## src/rtl/elink_trig_voter_p.sv

```systemverilog
// Registered 2-of-3 TMR voter for the e-link trigger path, with per-copy
// saturating error counters and sticky persistent-fault flags.
module elink_trig_voter_p #(
    parameter int WIDTH   = 10,
    parameter int CNT_W   = 16,
    parameter int PERSIST = 4
) (
    input  logic             clk,
    input  logic             rst_n,
    input  logic             valid_in,
    input  logic [WIDTH-1:0] data_in1,
    input  logic [WIDTH-1:0] data_in2,
    input  logic [WIDTH-1:0] data_in3,
    input  logic             clear_counts,
    output logic [WIDTH-1:0] voted,
    output logic             voted_valid,
    output logic [2:0]       mismatch,
    output logic             multi_err,
    output logic [CNT_W-1:0] err_cnt1,
    output logic [CNT_W-1:0] err_cnt2,
    output logic [CNT_W-1:0] err_cnt3,
    output logic [2:0]       fault
);

    localparam int RUN_W = $clog2(PERSIST + 1);
    localparam logic [RUN_W-1:0] RUN_MAX = RUN_W'(PERSIST);

    logic [2:0][WIDTH-1:0] din;
    logic [WIDTH-1:0]      maj;
    logic [2:0]            mm;
    logic                  multi;

    assign din   = {data_in3, data_in2, data_in1};
    assign maj   = (data_in1 & data_in2) | (data_in1 & data_in3) | (data_in2 & data_in3);
    assign multi = (mm[0] & mm[1]) | (mm[0] & mm[2]) | (mm[1] & mm[2]);

    always_comb begin
        mm = '0;
        for (int i = 0; i < 3; i++) mm[i] = |(din[i] ^ maj);
    end

    logic [WIDTH-1:0] voted_q;
    logic             vvalid_q;
    logic [2:0]       mism_q;
    logic             multi_q;

    always_ff @(posedge clk or negedge rst_n) begin
        if (!rst_n) begin
            voted_q  <= '0;
            vvalid_q <= 1'b0;
            mism_q   <= '0;
            multi_q  <= 1'b0;
        end else begin
            vvalid_q <= valid_in;
            if (valid_in) begin
                voted_q <= maj;
                mism_q  <= mm;
                multi_q <= multi;
            end
        end
    end

    logic [2:0][CNT_W-1:0] cnt_q, cnt_d;
    logic [2:0][RUN_W-1:0] run_q, run_d;
    logic [2:0]            flt_q, flt_d;

    // Clear wins over counting; the run length resets on any agreeing word.
    always_comb begin
        cnt_d = cnt_q;
        run_d = run_q;
        flt_d = flt_q;
        for (int i = 0; i < 3; i++) begin
            if (clear_counts) begin
                cnt_d[i] = '0;
                run_d[i] = '0;
                flt_d[i] = 1'b0;
            end else if (valid_in) begin
                if (mm[i]) begin
                    if (cnt_q[i] != {CNT_W{1'b1}}) cnt_d[i] = cnt_q[i] + 1'b1;
                    if (run_q[i] != RUN_MAX)       run_d[i] = run_q[i] + 1'b1;
                end else begin
                    run_d[i] = '0;
                end
                flt_d[i] = flt_q[i] | (run_d[i] == RUN_MAX);
            end
        end
    end

    always_ff @(posedge clk or negedge rst_n) begin
        if (!rst_n) begin
            cnt_q <= '0;
            run_q <= '0;
            flt_q <= '0;
        end else begin
            cnt_q <= cnt_d;
            run_q <= run_d;
            flt_q <= flt_d;
        end
    end

    assign voted       = voted_q;
    assign voted_valid = vvalid_q;
    assign mismatch    = mism_q;
    assign multi_err   = multi_q;
    assign err_cnt1    = cnt_q[0];
    assign err_cnt2    = cnt_q[1];
    assign err_cnt3    = cnt_q[2];
    assign fault       = flt_q;

endmodule

```

## config.mk

```make
export PLATFORM = sky130hd
export DESIGN_NAME = elink_trig_voter_p
export DESIGN_NICKNAME = d
export VERILOG_FILES = /design/src/rtl/elink_trig_voter_p.sv
export SDC_FILE = /design/constraint.sdc
export NUM_CORES = 1
export LEC_CHECK = 0
export CAP_MARGIN = 10
export CORE_MARGIN = 3
export CORE_UTILIZATION = 50
export DETAILED_ROUTE_END_ITERATION = 12
export GPL_ROUTABILITY_DRIVEN = 0
export GPL_TIMING_DRIVEN = 0
export PLACE_DENSITY = 0.9
export SKIP_LAST_GASP = 1
export SYNTH_ARGS = -nofsm -noshare
export SYNTH_HDL_FRONTEND = slang
export SYNTH_SLANG_ARGS = --single-unit
```

## constraint.sdc

```tcl
create_clock -name clk -period 4.12 [get_ports clk]
set_input_delay 1.236 -clock clk [delete_from_list [all_inputs] [get_ports clk]]
set_output_delay 1.236 -clock clk [all_outputs]
set_load 0.01 [all_outputs]
```

* After elaboration in Yosys (flattened, before gate mapping)
Cells that the tools add are included.
** Cells by class
- Add/sub/neg operators :: 6
- Equality and inequality tests :: 9
- Mux-type cells :: 36
- Bitwise logic cells :: 16
- Reductions and logical operators :: 13
** Operator list (count)
- two-way mux 16 bit :: 12
- two-way mux 3 bit :: 18
- adder 16 x 1 -> 16 bit (second input constant) :: 3
- inequality test 16 bit (second input constant) :: 3
- bitwise AND 10 bit :: 3
- OR reduction 10 bit :: 3
- bitwise XOR 10 bit :: 3
- OR 10 bit :: 2
- nonzero test 2 bit :: 7
- adder 3 x 1 -> 3 bit (second input constant) :: 3
- equality test 3 bit (second input constant) :: 3
- inequality test 3 bit (second input constant) :: 3
- AND reduction 3 bit :: 3
- two-way mux 1 bit :: 6
- OR 1 bit :: 5
- bitwise AND 1 bit :: 3
** Storage, ports and cells
- Bits in registers :: 75
- Output and inout bits :: 66
- Logic and storage cells :: 91

* Longest topological paths before layout
Gate-level depths: netlist of the first run.
- Depth after elaboration :: 12
- Gate-level depth with buffers :: 8

* Worst setup path before layout of the first run
Ideal clock, no wire load.
- Path type :: input -> register
- From :: input data_in3[2]
- To :: register cnt_q, in the netlist err_cnt1[5]
- Library setup time :: 0.127 ns
- Arrival time :: 2.598 ns
- Path slack :: 1.394 ns
- Stages :: 7
- Cell sequence :: a21o_2 -> a22oi_1 -> nand4_1 -> or2_2 -> clkbuf_2 -> and4_1 -> mux2_1
** Between the ends
- Cells in the longest elaborated chain, start to end :: 7
** Ends and longest elaborated chain
- from (decl) :: line 13 : input logic [WIDTH-1:0] data_in3,
- bitwise AND 10 bit :: line 34 : assign maj = (data_in1 & data_in2) | (data_in1 & data_in3) | (data_in2 & data_in3);
- OR 10 bit :: line 34
- OR 10 bit (*) :: line 34
- bitwise XOR 10 bit (*) :: line 39 : for (int i = 0; i < 3; i++) mm[i] = |(din[i] ^ maj);
- OR reduction 10 bit (*) :: line 39
- nonzero test 2 bit (no line) (*)
- AND reduction 3 bit (no line) (*)
- to (signal assigned) :: line 95 : cnt_q <= cnt_d;
- to (decl) :: line 63 : logic [2:0][CNT_W-1:0] cnt_q, cnt_d;
Every way passes the cells marked *; elsewhere a longest branch is shown, timed or not.
A chain may end at the register's enable or synchronous reset.

* Worst setup path after layout of the first run
- From :: input data_in3[3]
- To :: register cnt_q, in the netlist err_cnt2[13]
Same word-level chain as after synthesis.

==> results of run 1 <==
## how the worst max path moves through the flow
| stage | startpoint | to | slack (ns) | depth (start not counted) |
|---|---|---|---|---|
| after floorplan | data_in3[2] | err_cnt1[5] | 1.39 | 7 |
| after global placement | rst_n | err_cnt3[3] | -0.83 | 1 |
| after detailed placement | data_in3[3] | fault[1] | 0.36 | 9 |
| after CTS | data_in3[3] | fault[1] | 0.71 | 9 |
| after global routing | data_in2[0] | err_cnt2[13] | 0.56 | 9 |
| final | data_in3[3] | err_cnt2[13] | 0.70 | 9 |
## sequential cells by signal (all words and copies together) (netlist names)
signal / count
err_cnt1: 16
err_cnt2: 16
err_cnt3: 16
voted: 10
run_q: 9
fault: 3
mismatch: 3
multi_err: 1
voted_valid: 1
## critical path: stages
cell,delay (ns)
clkdlybuf4s50_1,0.48
nor2b_1,0.18
a2111oi_0,0.53
nand4_1,0.20
o21ai_1,0.27
buf_2,0.26
buf_2,0.25
o21ai_0,0.13
a21oi_1,0.15
## cell type report
cell class / count / area (um2)
multi-input combinational: 398 / 2590
clock inverter: 4 / 51.3
fill: 707 / 2890
tap: 108 / 135
inverter: 27 / 101
clock buffer: 11 / 141
timing repair buffer: 99 / 1010
sequential: 75 / 1880
buffer: 25 / 134
## synthesized netlist by cell type (12+ instances only)
library cell,n,share of area [%]
mux2_2,12,2.9
inv_1,26,2.1
nand3_1,24,2.6
dfrtp_1,75,40
nand4_1,19,2.5
o21ai_0,41,4.4
nor2_1,29,2.3
a21oi_1,36,3.8
nor2b_1,16,2.1
or4_1,13,2.1
o31ai_1,12,1.9
or3_1,12,1.6
nand2_1,28,2.2
## power by group through the flow
stage / sequential, mW / combinational (mW) / clock (mW)
after global placement: 0.795 / 0.260 / 0
after detailed placement: 0.796 / 0.273 / 0
after floorplan: 0.801 / 0.120 / 0
after global routing: 0.785 / 0.302 / 0.612
final: 0.782 / 0.276 / 0.583
after CTS: 0.781 / 0.275 / 0.582
## cell families after synthesis
kind of cell	share of synthesized area, %
compound gates	20.1
xor+xnor	0.186
fa+ha+maj	2.39
buf+inv	5.00
flops	39.9
mux	3.96
simple gates	28.5
## metrics by stage
| step | util (%) | instances | setup WS, ns |
|---|---|---|---|
| after global placement | 65.2 | 731 | -0.835 |
| after floorplan | - | 525 | 1.39 |
| after detailed placement | 65.5 | 732 | 0.364 |
| after CTS | 67.6 | 747 | 0.708 |
| after global routing | 67.6 | 747 | 0.556 |
| final | 67.6 | 747 | 0.702 |
## layer usage
layer / vias up / share of wire (%) / global-route usage [%]
li1: 2203 / - / -
met1: 2243 / 42 / 33.5
met2: 210 / 49 / 41.5
met3: 24 / 6.8 / 3.32
met4: 0 / 2.0 / 9.06
met5: - / 0 / 0
==> impl_metrics.ini, run 1 <==
[global_route]
track_usage_pct = 25.0
antenna_found_initial = 0
overflow = 0
grt_pass1_vias = 4371
grt_pass1_wl_mm = 21.1
grt_max_degree = 47

[worst_hold_path]
worstHoldStart = mismatch[2]
hold_path_end = mismatch[2]
whs_path_depth = 1
hold_class = reg2reg

[clock_network]
cts.reportedPaths.clkPinSlew_ns = 0.07
cts_sinks = 75
cts-resized-gates = 0
cts_tree = yes
cts-htree-levels = 3
cts_setup_buffers = 0
numCtsBuffers = 9
ctsHoldBuffers = 0
clock-root-buffer = clkbuf_8
clock_latency_ns = 0.36
clock_path_buffers = 2

[placed_design]
dpl_cell_area_um2 = 5850
port_buffers = 98
dp_hpwl_mm = 9.32

[setup_path]
path_class = in2reg
r2r_end = err_cnt1[5]
critPathMaxFanout = 10
r2r_start = err_cnt1[0]
cp.arrival_ns = 3.69
end_kind = flop
reg2reg_slack_ns = 1.96
crit_path_start_kind = input pin
worstPathRequired_ns = 4.40
reg2regPathDepth = 7

[floorplanning]
die_w_um = 103
initial_core_util_pct = 52.7
fp-row-count = 34
num_io_pins = 100
die_h_um = 103
core_um2 = 8930
die-area_um2 = 10600

[sta]
fin_skew_ns = 0.0111
grt_setup_unrepaired = false
max_freq_ghz = 0.293
setup_viol = 0
fin_crit_ns = 3.42
slew_viol_final = 0
tightest_slew_ns = 0.633
period_share_pct = 83.0
hold_ws_ns = 0.480
final-hold-violation-count = 0
setup_tns_ns = 0
relSlewSlack_pct = 57.8

[pwr]
worst_ir_drop_vdd_mv = 0.145
power_switching_uw = 461
power.density_nw_per_um2 = 272
seqPwrFrac_pct = 47.7
totalPowerFinal_mw = 1.64
clockPowerShare_pct = 35.5
intPower_mw = 1.18
power_frac_comb_pct = 16.8
leakage_nw = 2.45
switching_share_pct = 28.1

[route]
via_per_inst = 6.27
dr.pass1.iters = 5
route.detailed.drc = 0
route.vias.total = 4680
drtIter0Drc = 306
wl_mm = 13.2
ant_nets = 0
wl_per_cell_um = 17.6

[flow_run]
cap_violations = 0

[synthesis]
syn_nets = 568
synth_edf_count = 0
ys_ff_latch = 75
synth_warnings = 0
async_flop_share_pct = 100
yosys.cell_types.count = 63
postSynthAreaPerCell_um2 = 8.97
syn-instance-count = 525
synth_area_um2 = 4710
ys_seq_area_share_pct = 39.9
synth-main-ff-cell = dfrtp_1

[final_layout]
num_antenna_cells = 0
layout.nets = 678
layout_commonest_cell = clkdlybuf4s50_1
fin_area_um2 = 6040
layout_common_cells = 97 x clkdlybuf4s50_1, 75 x dfrtp_1, 41 x o21ai_0, 36 x a21oi_1, 29 x nor2_1
synthToLayoutAreaGrowth_pct = 28.3
drive_above_1_share_pct = 7.98

[outcome]
status = finished, final reports clean
Power figures use the tool's default switching activity.
==> run 2, diff against run 1 <==
--- a/config.mk
+++ b/config.mk
@@ -7,11 +7,11 @@
 export LEC_CHECK = 0
 export CAP_MARGIN = 10
 export CORE_MARGIN = 3
-export CORE_UTILIZATION = 50
+export CORE_UTILIZATION = 47
 export DETAILED_ROUTE_END_ITERATION = 12
 export GPL_ROUTABILITY_DRIVEN = 0
 export GPL_TIMING_DRIVEN = 0
-export PLACE_DENSITY = 0.9
+export PLACE_DENSITY = 0.89
 export SKIP_LAST_GASP = 1
 export SYNTH_ARGS = -nofsm -noshare
 export SYNTH_HDL_FRONTEND = slang
==> constraint.sdc (replaced) <==
create_clock -name clk -period 3.1 [get_ports clk]
set_input_delay 0.93 -clock clk [delete_from_list [all_inputs] [get_ports clk]]
set_output_delay 0.93 -clock clk [all_outputs]
set_load 0.01 [all_outputs]
==> run 2 against run 1 <==
Net effect:
- clock skew is 0.0032 ns lower
- die area is 6.0% higher
- critical endpoint is now err_cnt2[15]
- sequential share of layout area is 0.28 points lower
- sequential power is 33% higher
- first-iteration DRC count is 1.3% lower
- total power is 37% higher
==> impl_metrics.ini, run 2 (synthesized netlist as in run 1, its figures left out) <==
[clock_network]
numCtsBuffers = 9
cts_tree = yes
cts_sinks = 75
ctsHoldBuffers = 0
clock_latency_ns = 0.34
clock_path_buffers = 2
cts.reportedPaths.clkPinSlew_ns = 0.08
clock-root-buffer = clkbuf_8
cts-htree-levels = 3

[floorplanning]
die_w_um = 106
die_h_um = 106
core_um2 = 9500
num_io_pins = 100
fp-row-count = 35
die-area_um2 = 11300
initial_core_util_pct = 49.5

[route]
route.vias.total = 4639
route.detailed.drc = 0
dr.pass1.iters = 5
wl_per_cell_um = 16.8
ant_nets = 0
wl_mm = 12.9
drtIter0Drc = 302
via_per_inst = 6.03

[sta]
tightest_slew_ns = 0.622
fin_skew_ns = 0.00791
relSlewSlack_pct = 58.5
fin_crit_ns = 2.94
final-hold-violation-count = 0
slew_viol_final = 0
max_freq_ghz = 0.340
hold_ws_ns = 0.502
period_share_pct = 94.9
setup_viol = 0

[setup_path]
critPathMaxFanout = 10
r2r_start = err_cnt1[0]
path_class = in2reg
reg2regPathDepth = 7
crit_path_start_kind = input pin
reg2reg_slack_ns = 0.92
r2r_end = err_cnt1[5]
worstPathRequired_ns = 3.37
end_kind = flop
cp.arrival_ns = 3.21

[worst_hold_path]
hold_class = reg2reg
whs_path_depth = 1
hold_path_end = fault[0]
worstHoldStart = fault[0]

[pwr]
power.density_nw_per_um2 = 369
leakage_nw = 2.46
worst_ir_drop_vdd_mv = 0.232
totalPowerFinal_mw = 2.25

[final_layout]
layout_common_cells = 97 x clkdlybuf4s50_1, 75 x dfrtp_1, 41 x o21ai_0, 36 x a21oi_1, 29 x nor2_1
fin_area_um2 = 6100
final_cells = 769
layout.nets = 678
synthToLayoutAreaGrowth_pct = 29.5
drive_above_1_share_pct = 8.28
layout_commonest_cell = clkdlybuf4s50_1
num_antenna_cells = 0

[placed_design]
dp_hpwl_mm = 9.26
dp_cells = 753
port_buffers = 98
dpl_cell_area_um2 = 5870

[outcome]
status = finished, final reports clean

[global_route]
antenna_found_initial = 0
track_usage_pct = 23.2
overflow = 0
grt_max_degree = 42
grt_pass1_vias = 4384
grt_pass1_wl_mm = 21.5

[flow_run]
cap_violations = 0
-- run 2: stage by stage --
step / utilization, % / setup slack (ns) / TNS [ns]
after floorplan: - / 0.680 / 0
after global placement: 61.6 / -1.48 / -113.92
after detailed placement: 61.7 / -0.353 / -5.06
after CTS: 64.0 / 0.0129 / 0
after global routing: 64.1 / -0.0137 / -0.0137
final: 64.1 / 0.159 / 0
-- run 2: worst max-delay path by stage --
stage / from / depth (start not counted) / to / slack, ns
finish: data_in2[5] / 9 / err_cnt2[15] / 0.16
CTS: data_in3[3] / 9 / fault[1] / 0.01
floorplan: data_in3[2] / 7 / err_cnt1[5] / 0.68
global route: data_in2[5] / 9 / err_cnt2[11] / -0.01
global placement: rst_n / 1 / err_cnt2[3] / -1.48
detailed placement: data_in3[3] / 9 / err_cnt2[15] / -0.35
-- run 2: worst max-delay path, cell delays in order --
cell	delay, ns
clkdlybuf4s50_1	0.57
and3b_1	0.20
nor4_1	0.31
nand4_1	0.22
o21ai_2	0.21
buf_2	0.24
buf_2	0.25
o21ai_0	0.13
a21oi_1	0.15
-- run 2: timing repair --
item,CTS,global route
gates resized for setup,0,3
buffers inserted,0,0
endpoints found under the setup margin,0,15
-- run 2: final cells by class --
type,count,area (um2)
sequential,75,1880
timing repair buffer,99,998
tap,129,161
buffer,25,134
multi-input combinational,398,2610
clock buffer,12,145
fill,771,3410
clock inverter,4,73.8
inverter,27,101
-- run 2: metal layers --
layer	up-vias	global-route usage, %	part of all wire [%]
met4	0	8.70	1.7
li1	2211	-	-
met2	180	38.9	49
met1	2228	30.6	43
met3	20	3.04	6.0
met5	-	0	0
-- run 2: report_power, final --
group	leakage [nW]	internal [mW]	switching, mW
clock network	0.111	0.477	0.368
registers	1.01	1.01	0.0284
logic	1.34	0.168	0.198
